===== src/rtl/event_tx_scheduler_if.sv =====
// Event-input and UART-TX handshake bundle between the event sender, the scheduler and uart_tx.
interface event_tx_scheduler_if;
    logic        trig;
    logic [63:0] data;
    logic        tx_busy;
    logic        tx_start;
    logic [7:0]  tx_data;

    modport master (
        output trig,
        output data,
        output tx_busy,
        input  tx_start,
        input  tx_data
    );

    modport slave (
        input  trig,
        input  data,
        input  tx_busy,
        output tx_start,
        output tx_data
    );
endinterface


===== src/rtl/event_tx_scheduler.sv =====
// Queues 64-bit event packets and serialises each into a SYNC/EVT/payload/CHK byte frame for
// uart_tx, one byte per start/busy handshake.
module event_tx_scheduler #(
    parameter int unsigned DEPTH       = 4,
    parameter int unsigned ACK_TIMEOUT = 16
) (
    input  logic                       clk,
    input  logic                       rst,
    event_tx_scheduler_if.slave        bus_io,
    output logic                       busy_o,
    output logic                       fifo_full_o,
    output logic [7:0]                 drop_cnt_o
);
    localparam int unsigned AW = (DEPTH > 1) ? $clog2(DEPTH) : 1;
    localparam int unsigned TW = $clog2(ACK_TIMEOUT) + 1;

    typedef enum logic [2:0] {
        StIdle,
        StLoad,
        StSend,
        StWaitAck,
        StWaitDone,
        StNext
    } state_e;

    // FIFO keeps only the code and the widest payload slice actually transmitted.
    logic [35:0]   mem_q [DEPTH];
    logic [AW-1:0] wr_ptr_q, wr_ptr_d;
    logic [AW-1:0] rd_ptr_q, rd_ptr_d;
    logic [AW:0]   count_q, count_d;
    logic          fifo_full, fifo_empty;
    logic          push, pop, drop_push, drop_inv;
    logic          unused_data;

    state_e        state_q, state_d;
    logic [3:0]    code_q, code_d;
    logic [31:0]   payload_q, payload_d;
    logic [2:0]    n_q, n_d;
    logic [2:0]    idx_q, idx_d;
    logic [7:0]    chk_q, chk_d;
    logic [TW-1:0] timer_q, timer_d;
    logic          tx_start_q, tx_start_d;
    logic [7:0]    tx_data_q, tx_data_d;
    logic [7:0]    drop_q, drop_d;
    logic [8:0]    drop_sum;

    logic [3:0]    head_code;
    logic [2:0]    head_len;
    logic          head_valid;
    logic [7:0]    cur_byte;
    logic          idx_is_chk;

    assign unused_data = ^bus_io.data[27:0];

    assign fifo_full  = (count_q == (AW+1)'(DEPTH));
    assign fifo_empty = (count_q == '0);
    assign push       = bus_io.trig && !fifo_full;
    assign drop_push  = bus_io.trig && fifo_full;
    assign head_code  = mem_q[rd_ptr_q][35:32];

    always_ff @(posedge clk) begin
        if (push) begin
            mem_q[wr_ptr_q] <= {bus_io.data[63:60], bus_io.data[59:28]};
        end
    end

    always_comb begin
        wr_ptr_d = push ? wr_ptr_q + AW'(1) : wr_ptr_q;
        rd_ptr_d = pop ? rd_ptr_q + AW'(1) : rd_ptr_q;
        case ({push, pop})
            2'b10:   count_d = count_q + (AW+1)'(1);
            2'b01:   count_d = count_q - (AW+1)'(1);
            default: count_d = count_q;
        endcase
    end

    // Payload length decode; unknown codes are popped and counted as drops.
    always_comb begin
        head_valid = 1'b1;
        head_len   = 3'd0;
        case (head_code)
            4'd1, 4'd3:             head_len = 3'd0;
            4'd2, 4'd4, 4'd5, 4'd7: head_len = 3'd4;
            4'd6:                   head_len = 3'd2;
            default:                head_valid = 1'b0;
        endcase
    end

    assign idx_is_chk = (idx_q == n_q - 3'd1);

    // Payload is consumed MSB-first by shifting, so the next payload byte is always [31:24].
    always_comb begin
        if (idx_q == 3'd0) begin
            cur_byte = 8'hA5;
        end else if (idx_q == 3'd1) begin
            cur_byte = {4'h0, code_q};
        end else if (idx_is_chk) begin
            cur_byte = chk_q;
        end else begin
            cur_byte = payload_q[31:24];
        end
    end

    always_comb begin
        state_d    = state_q;
        code_d     = code_q;
        payload_d  = payload_q;
        n_d        = n_q;
        idx_d      = idx_q;
        chk_d      = chk_q;
        timer_d    = timer_q;
        tx_start_d = 1'b0;
        tx_data_d  = tx_data_q;
        pop        = 1'b0;
        drop_inv   = 1'b0;
        unique case (state_q)
            StIdle: begin
                if (!fifo_empty) begin
                    state_d = StLoad;
                end
            end
            StLoad: begin
                pop       = 1'b1;
                code_d    = head_code;
                payload_d = mem_q[rd_ptr_q][31:0];
                n_d       = 3'd3 + head_len;
                idx_d     = 3'd0;
                chk_d     = 8'h00;
                if (head_valid) begin
                    state_d = StSend;
                end else begin
                    drop_inv = 1'b1;
                    state_d  = StIdle;
                end
            end
            StSend: begin
                if (!bus_io.tx_busy) begin
                    tx_start_d = 1'b1;
                    tx_data_d  = cur_byte;
                    timer_d    = '0;
                    if (idx_q != 3'd0 && !idx_is_chk) begin
                        chk_d = chk_q ^ cur_byte;
                    end
                    if (idx_q >= 3'd2 && !idx_is_chk) begin
                        payload_d = {payload_q[23:0], 8'h00};
                    end
                    state_d = StWaitAck;
                end
            end
            StWaitAck: begin
                if (bus_io.tx_busy) begin
                    state_d = StWaitDone;
                end else if (timer_q == TW'(ACK_TIMEOUT - 1)) begin
                    // UART never acknowledged: treat the byte as sent and move on.
                    state_d = StNext;
                end else begin
                    timer_d = timer_q + TW'(1);
                end
            end
            StWaitDone: begin
                if (!bus_io.tx_busy) begin
                    state_d = StNext;
                end
            end
            StNext: begin
                idx_d   = idx_q + 3'd1;
                state_d = (idx_q + 3'd1 == n_q) ? StIdle : StSend;
            end
            default: state_d = StIdle;
        endcase
    end

    // Overflow drops and invalid-code drops can coincide in one cycle.
    always_comb begin
        drop_sum = {1'b0, drop_q} + 9'(drop_push) + 9'(drop_inv);
        drop_d   = drop_sum[8] ? 8'hFF : drop_sum[7:0];
    end

    always_ff @(posedge clk or posedge rst) begin
        if (rst) begin
            wr_ptr_q   <= '0;
            rd_ptr_q   <= '0;
            count_q    <= '0;
            state_q    <= StIdle;
            code_q     <= 4'h0;
            payload_q  <= 32'h0;
            n_q        <= 3'd0;
            idx_q      <= 3'd0;
            chk_q      <= 8'h00;
            timer_q    <= '0;
            tx_start_q <= 1'b0;
            tx_data_q  <= 8'h00;
            drop_q     <= 8'h00;
        end else begin
            wr_ptr_q   <= wr_ptr_d;
            rd_ptr_q   <= rd_ptr_d;
            count_q    <= count_d;
            state_q    <= state_d;
            code_q     <= code_d;
            payload_q  <= payload_d;
            n_q        <= n_d;
            idx_q      <= idx_d;
            chk_q      <= chk_d;
            timer_q    <= timer_d;
            tx_start_q <= tx_start_d;
            tx_data_q  <= tx_data_d;
            drop_q     <= drop_d;
        end
    end

    assign bus_io.tx_start = tx_start_q;
    assign bus_io.tx_data  = tx_data_q;
    assign busy_o          = (state_q != StIdle);
    assign fifo_full_o     = fifo_full;
    assign drop_cnt_o      = drop_q;
endmodule

===== src/flat_wrapper.sv =====
// flat-port wrapper written by rule: the top's interface ports become plain ports
module event_tx_scheduler_flat 
#(
    parameter int unsigned DEPTH       = 4,
    parameter int unsigned ACK_TIMEOUT = 16
)
  (clk, rst, busy_o, fifo_full_o, drop_cnt_o, bus_io_trig, bus_io_data, bus_io_tx_busy, bus_io_tx_start, bus_io_tx_data);
  event_tx_scheduler_if bus_io_i ();
  input  logic clk;
  input  logic rst;
  output logic busy_o;
  output logic fifo_full_o;
  output logic [7:0] drop_cnt_o;
  input wire logic [$bits(bus_io_i.trig)-1:0] bus_io_trig;
  input wire logic [$bits(bus_io_i.data)-1:0] bus_io_data;
  input wire logic [$bits(bus_io_i.tx_busy)-1:0] bus_io_tx_busy;
  output wire logic [$bits(bus_io_i.tx_start)-1:0] bus_io_tx_start;
  output wire logic [$bits(bus_io_i.tx_data)-1:0] bus_io_tx_data;
  assign bus_io_i.trig = bus_io_trig;
  assign bus_io_i.data = bus_io_data;
  assign bus_io_i.tx_busy = bus_io_tx_busy;
  assign bus_io_tx_start = bus_io_i.tx_start;
  assign bus_io_tx_data = bus_io_i.tx_data;
  event_tx_scheduler #(.DEPTH(DEPTH), .ACK_TIMEOUT(ACK_TIMEOUT)) u_core (.clk(clk), .rst(rst), .bus_io(bus_io_i), .busy_o(busy_o), .fifo_full_o(fifo_full_o), .drop_cnt_o(drop_cnt_o));
endmodule

===== config.mk =====
export PLATFORM = sky130hd
export DESIGN_NAME = event_tx_scheduler_flat
export DESIGN_NICKNAME = d
export VERILOG_FILES = /design/src/rtl/event_tx_scheduler_if.sv /design/src/rtl/event_tx_scheduler.sv /design/src/flat_wrapper.sv
export SDC_FILE = /design/constraint.sdc
export NUM_CORES = 1
export LEC_CHECK = 0
export ABC_CLOCK_PERIOD_IN_PS = 2800
export BUFFER_PORTS_ARGS = -buffer_cell sky130_fd_sc_hd__buf_2
export CAP_MARGIN = 20
export CORE_MARGIN = 1
export CORE_UTILIZATION = 53
export DETAILED_ROUTE_END_ITERATION = 7
export GPL_TIMING_DRIVEN = 0
export HOLD_SLACK_MARGIN = 0.03
export PLACE_DENSITY = 0.75
export SLEW_MARGIN = 40
export SYNTH_ARGS = -nofsm -noshare
export SYNTH_HDL_FRONTEND = slang
export SYNTH_SLANG_ARGS = --single-unit

===== constraint.sdc =====
create_clock -name clk -period 2.8 [get_ports clk]
set_input_delay 0.14 -clock clk [delete_from_list [all_inputs] [get_ports clk]]
set_output_delay 0.14 -clock clk [all_outputs]
set_load 0.1 [all_outputs]

Word level (Yosys, flattened, before mapping)
Memory sizes are Yosys's and may differ from the RTL's.
Cells that the tools add are included.
W data, S select, Z words.
- register bits: 82
- memory bits (writable): 144
- output and inout port bits: 19
- logic and storage cells: 109
- memories: 1
- add/sub/neg operators: 10
- order comparisons: 1
- eq/ne operators: 27
- muxes and demuxes: 33
- bitwise operators: 2
- reduce and logical (&&, ||, !) cells: 22
- memory list (memory ; depth ; bits a word ; read ports ; clocked after Yosys merged registers in ; write ports ; line ; RTL):
    u_core.mem_q ; 4 ; 36 ; 1 ; 0 ; 1 ; event_tx_scheduler.sv:27 ; logic [35:0] mem_q [DEPTH];
- operator list (kind ; number):
    $mux W32 ; 2
    $pmux W32 S2 ; 1
    $mux W8 ; 6
    $pmux W3 S2 ; 3
    $pmux W3 S6 ; 1
    $eq A4 B3 Y1 const B ; 4
    $pmux W8 S2 ; 1
    $mux W3 ; 5
    $mux W5 ; 3
    $ne A2 B2 Y1 const B ; 5
    $pmux W5 S2 ; 1
    $add A8 B1 Y9 ; 1
    $add A9 B1 Y9 ; 1
    $eq A3 B3 Y1 const B ; 3
    $logic_not A3 Y1 ; 3
    $eq A4 B2 Y1 const B ; 2
    $mux W1 ; 8
    $reduce_and A4 Y1 ; 2
    $reduce_bool A2 Y1 ; 4
    $xor A8 B8 Y8 ; 1
    $reduce_or A7 Y1 ; 1
    $add A3 B1 Y3 const B ; 2
    $eq A3 B1 Y1 const B ; 2
    $eq A3 B2 Y1 const B ; 2
    other kinds (20) ; 31

Longest topological paths before layout
- depth after elaboration: 9
- mapped depth: 11
- gate-level depth less buffers: 10

Worst setup path before layout
OpenSTA, ideal clock, no wires.
- kind: reg-to-reg
- start: reg u_core.rd_ptr_q[0]
- end: reg u_core.drop_q[0], in the netlist u_core.drop_cnt_o[0]
- setup time: 0.127 ns
- data arrival time: 2.580 ns
- required time: 2.673 ns
- slack: 0.093 ns
- cell stages (with the launch flop): 11
- period minus slack after synthesis: 2.707 ns
- cells stage by stage: dfrtp_1 > buf_2 > mux4_2 > nor2_1 > nor2_1 > fa_1 > ha_1 > and3_1 > and2_1 > nand4_1 > nand2b_1
- longest elaborated chain between the ends: 8
- RTL lines (what ; line ; RTL):
    start: declaration ; event_tx_scheduler.sv:29 ; logic [AW-1:0] rd_ptr_q, rd_ptr_d;
    start signal: assignment ; event_tx_scheduler.sv:196 ; rd_ptr_q <= rd_ptr_d;
    $mem_v2 Z4 W36 * ; -- ;
    $eq A4 B1 Y1 (tied with other cells) ; event_tx_scheduler.sv:81 ; case (head_code)
    $reduce_or A7 Y1 (no source line) * ; -- ;
    $mux W1 * ; event_tx_scheduler.sv:81 ;
    $mux W1 * ; event_tx_scheduler.sv:129 ; if (head_valid) begin
    $mux W1 * ; event_tx_scheduler.sv:116 ; unique case (state_q)
    $add A9 B1 Y9 * ; event_tx_scheduler.sv:175 ; drop_sum = {1'b0, drop_q} + 9'(drop_push) + 9'(drop_inv);
    $mux W8 * ; event_tx_scheduler.sv:176 ; drop_d = drop_sum[8] ? 8'hFF : drop_sum[7:0];
    net u_core.drop_d[0] ; event_tx_scheduler.sv:44 ; logic [7:0] drop_q, drop_d;
    end signal: assignment ; event_tx_scheduler.sv:207 ; drop_q <= drop_d;
    end: declaration ; event_tx_scheduler.sv:44 ;
Mark *: on every way through the listed nets, which the timed path passes. The rest lies on a longest branch.
A chain may end at the register's enable or synchronous reset.

Worst setup path after layout
Same ends and word-level chain as after synthesis.

==> results.md <==
- Total power draw: 0.0139 W
- Hold Fails Final Rpt: 0
- Combinational Power Share: 0.388
- Beginning of the critical path: u_core.rd_ptr_q[0]
- I/O pin count: 87
- Largest net degree at the start of global routing: 44
- Final WL: 19400 um
- Clock-pin slew on the worst setup and hold paths: 60 ps
- FF-to-FF path depth: 11
- R2r setup slk: 70 ps
- Critical path fanouts, max: 7
- Sequential Power Share: 0.363
- Synth unique cells: 57
- Worst hold slack: 183 ps
- Core area: 0.0175 mm^2
- DR pass1 iterations: 5
- Power Internal: 0.00903 W
- H-tree depth: 1
- Setup TNS Final: 0 ps
- Area of the multi-input gates: 0.00301 mm^2
- Arrival time at the worst endpoint: 3170 ps
- Warning count from the yosys run: 0
- Setup CP Type: register to register
- Via count: 5553
- Non-Filler Instances: 976
- # DRC: 0
- Pre-CTS WS: -536 ps
- Sequential area share after synthesis: 0.665
- Worst Hold Class: primary input to async pin
- Clock Tree Buf Depth: 3
- Antenna Nets Post-Route: 0
- Initial antenna violation count: 0
- First-pass GRT wire length: 30700 um
- Reg2Reg Capture Point: u_core.drop_cnt_o[0]
- Starting Density: 0.548
- # diodes: 0
- Total GRT Usage: 0.220
- Final GP Congestion: 0.853
- Switching portion of total power: 0.351
- Fin crit share: 0.977
- Synth-to-layout area growth: 21.4%
- Final HPWL DP: 12300 um
- Clk sinks: 226
- Main flop type after synthesis: edfxtp_1
- Worst EP required: 3240 ps
- Port buffer count: 58
- LEAKAGE: 4.52 nW
- Clk network pwr share: 0.249
- Clock root buffer: clkbuf_16
- Synthesized Nets: 686
- Syn Std Cell Area: 0.00958 mm^2
- Die width: 136 um
- Pwr dens: 1200 mW/mm^2
- Reg-to-Reg Start: u_core.rd_ptr_q[0]
- Crit path to: u_core.drop_cnt_o[0]
- # fillers: 1152
- P_sw: 0.00488 W
- Synth Instances: 603
- Final Max Slew Viols: 0
- Clock skew: 12.7 ps
- Number of global-route vias before repair: 5903
- Setup WS post-layout: 65.7 ps
- Die area: 0.0186 mm^2
- Post-synth EDFFs: 144
- Slew @ Worst Pin: 740 ps
- Placed Instances: 891
- Vias/cell: 5.69
- Share of layout cells above drive strength 1: 0.290
- # rows: 48
- Status: finished clean
- Crit start category: register
- Synth Register Bits: 226
- Async S/R FF share, synth: 0.363
- Die Span Y: 136 um
- Rel. slew slack: 0.506
- Total CTS buffers: 24
- Overflow after GRT: 0
- DR WL/cell: 19.9 um
- Final net count: 816
- MaxCap Viol Count: 0
- Worst IR Drop VDD: 0.000814 V
- DR iter-0 viols: 401
- Final Setup Violations: 0
- Sequential Area: 0.00638 mm^2
- Final min period: 2730 ps
- Syn avg cell area: 15.9 um^2
- Fmax: 366 MHz
- Clk_lat worst skew: 510 ps
- CTS tree: yes
- CP Capture Type: register
## through the flow
step | instance area, um^2 | utilization
floorplan | 9580 | -
global placement | 10200 | 0.581
detailed placement | 10300 | 0.588
CTS | 11600 | 0.662
global route | 11600 | 0.666
finish | 11600 | 0.666
## cell type report
cell class / instances / area share
Buffer: 26 / 0.0133
Clock buffer: 33 / 0.0572
Clock inverter: 11 / 0.0177
Inverter: 29 / 0.0101
Multi-Input combinational cell: 318 / 0.258
Sequential cell: 226 / 0.548
Tap cell: 225 / 0.0242
Timing Repair Buffer: 108 / 0.0710
## critical path, cell delays in order (launching register included)
cell      delay [ps]
dfrtp_1          400
buf_12           140
mux4_2           550
nor3_4           230
nor2_2            70
nor2_2           150
fa_2             250
ha_4             150
and3_4           200
and2_4           150
nand4_1          210
nand2b_1         160
## worst min path at each step
stage / endpoint / startpoint / cells after the start / slack [ps]
after floorplan: u_core.mem_q[0][0] / bus_io_data[28] / 0 / 240
after global placement: u_core.mem_q[0][5] / bus_io_data[33] / 1 / 350
after detailed placement: u_core.drop_cnt_o[4] / rst / 2 / 170
after CTS: u_core.drop_cnt_o[4] / rst / 3 / 180
after global routing: u_core.drop_cnt_o[4] / rst / 3 / 210
final: u_core.drop_cnt_o[4] / rst / 3 / 180
## power by group through the flow
| stage | Sequential (W) | Clock (W) | Combinational, W |
|---|---|---|---|
| floorplan | 0.00556 | 0 | 0.00340 |
| global placement | 0.00501 | 0 | 0.00496 |
| finish | 0.00505 | 0.00346 | 0.00540 |
| global route | 0.00515 | 0.00364 | 0.00578 |
| detailed placement | 0.00504 | 0 | 0.00521 |
| CTS | 0.00502 | 0.00352 | 0.00533 |
## synth_stat cells (2+ instances only)
master    count  area, um^2
nand4_1       4        25.0
a311oi_1      2        17.5
dfrtp_1      82        2050
a41oi_1       2        17.5
mux2_4       22         330
buf_6         4        45.0
ha_1         13         163
inv_1        28         105
xor2_1        5        43.8
nand2_1      42         158
nand3_1      16        80.1
o31ai_1       4        30.0
o22a_1        2        17.5
mux4_2       36         811
buf_2         7        35.0
clkbuf_1     19        71.3
and3_1        8        50.1
mux2i_1      10         100
fa_1          2        40.0
nor3_1        2        10.0
a31oi_1       2        12.5
a221oi_1      2        17.5
nor2_1       13        48.8
nor2b_1       5        31.3
o21ai_0      37         185
a21oi_1      17        85.1
or3_1         3        18.8
edfxtp_1    144        4320
a22o_1        5        43.8
mux2_2       22         248
nand2b_1      8        50.1
o211ai_1      2        15.0
xnor2_1       9        78.8
## layout by cell type (no fill, tap or decap), types with 10 or more instances in the layout
master,count
inv_1,26
mux4_2,36
a21oi_1,17
clkbuf_16,25
ha_1,12
mux2_4,22
mux2_2,22
o21ai_0,37
edfxtp_1,144
nand2_1,42
nor2_1,11
nand3_1,16
mux2i_1,10
buf_2,64
clkbuf_1,21
dlygate4sd3_1,39
dfrtp_1,81
## what timing repair did
action | 4_1_cts | 5_1_grt
resized for setup | 9 | 9
hold buffers | 39 | 0
setup endpoints to repair | 9 | 8
gates cloned | 0 | 0
pin swaps | 1 | 2
hold endpoints to repair | 228 | 0
setup buffers | 1 | 5
## routing by layer
metal,share of wire,wire (um),vias up,track usage
li1,-,-,2545,-
met1,0.41,8060,2805,0.281
met2,0.52,10100,167,0.385
met3,0.044,863,36,0.0358
met4,0.018,358,0,0.0698
met5,0,0,-,0
## state kept, by name (all words and copies together) (netlist names), 2 cells and up
register               flops
u_core.chk_q               8
u_core.idx_q               3
u_core.n_q                 3
u_core.drop_cnt_o          8
u_core.wr_ptr_q            2
u_core.rd_ptr_q            2
u_core.code_q              4
u_core.count_q             3
u_core.mem_q             144
u_core.timer_q             5
u_core.bus_io.tx_data      8
u_core.state_q             3
u_core.payload_q          32
## kinds of logic after synthesis
logic type,after synthesis,share of synthesized area
AOI/OAI and AO/OA,87,0.0572
and+or+nand+nor,111,0.0585
buffers and inverters,59,0.0272
DFF,226,0.665
muxes,90,0.155
xor gates and xnor gates,15,0.0153
adders and majority gates,15,0.0212
No activity file was read; power rests on OpenSTA's default activity.
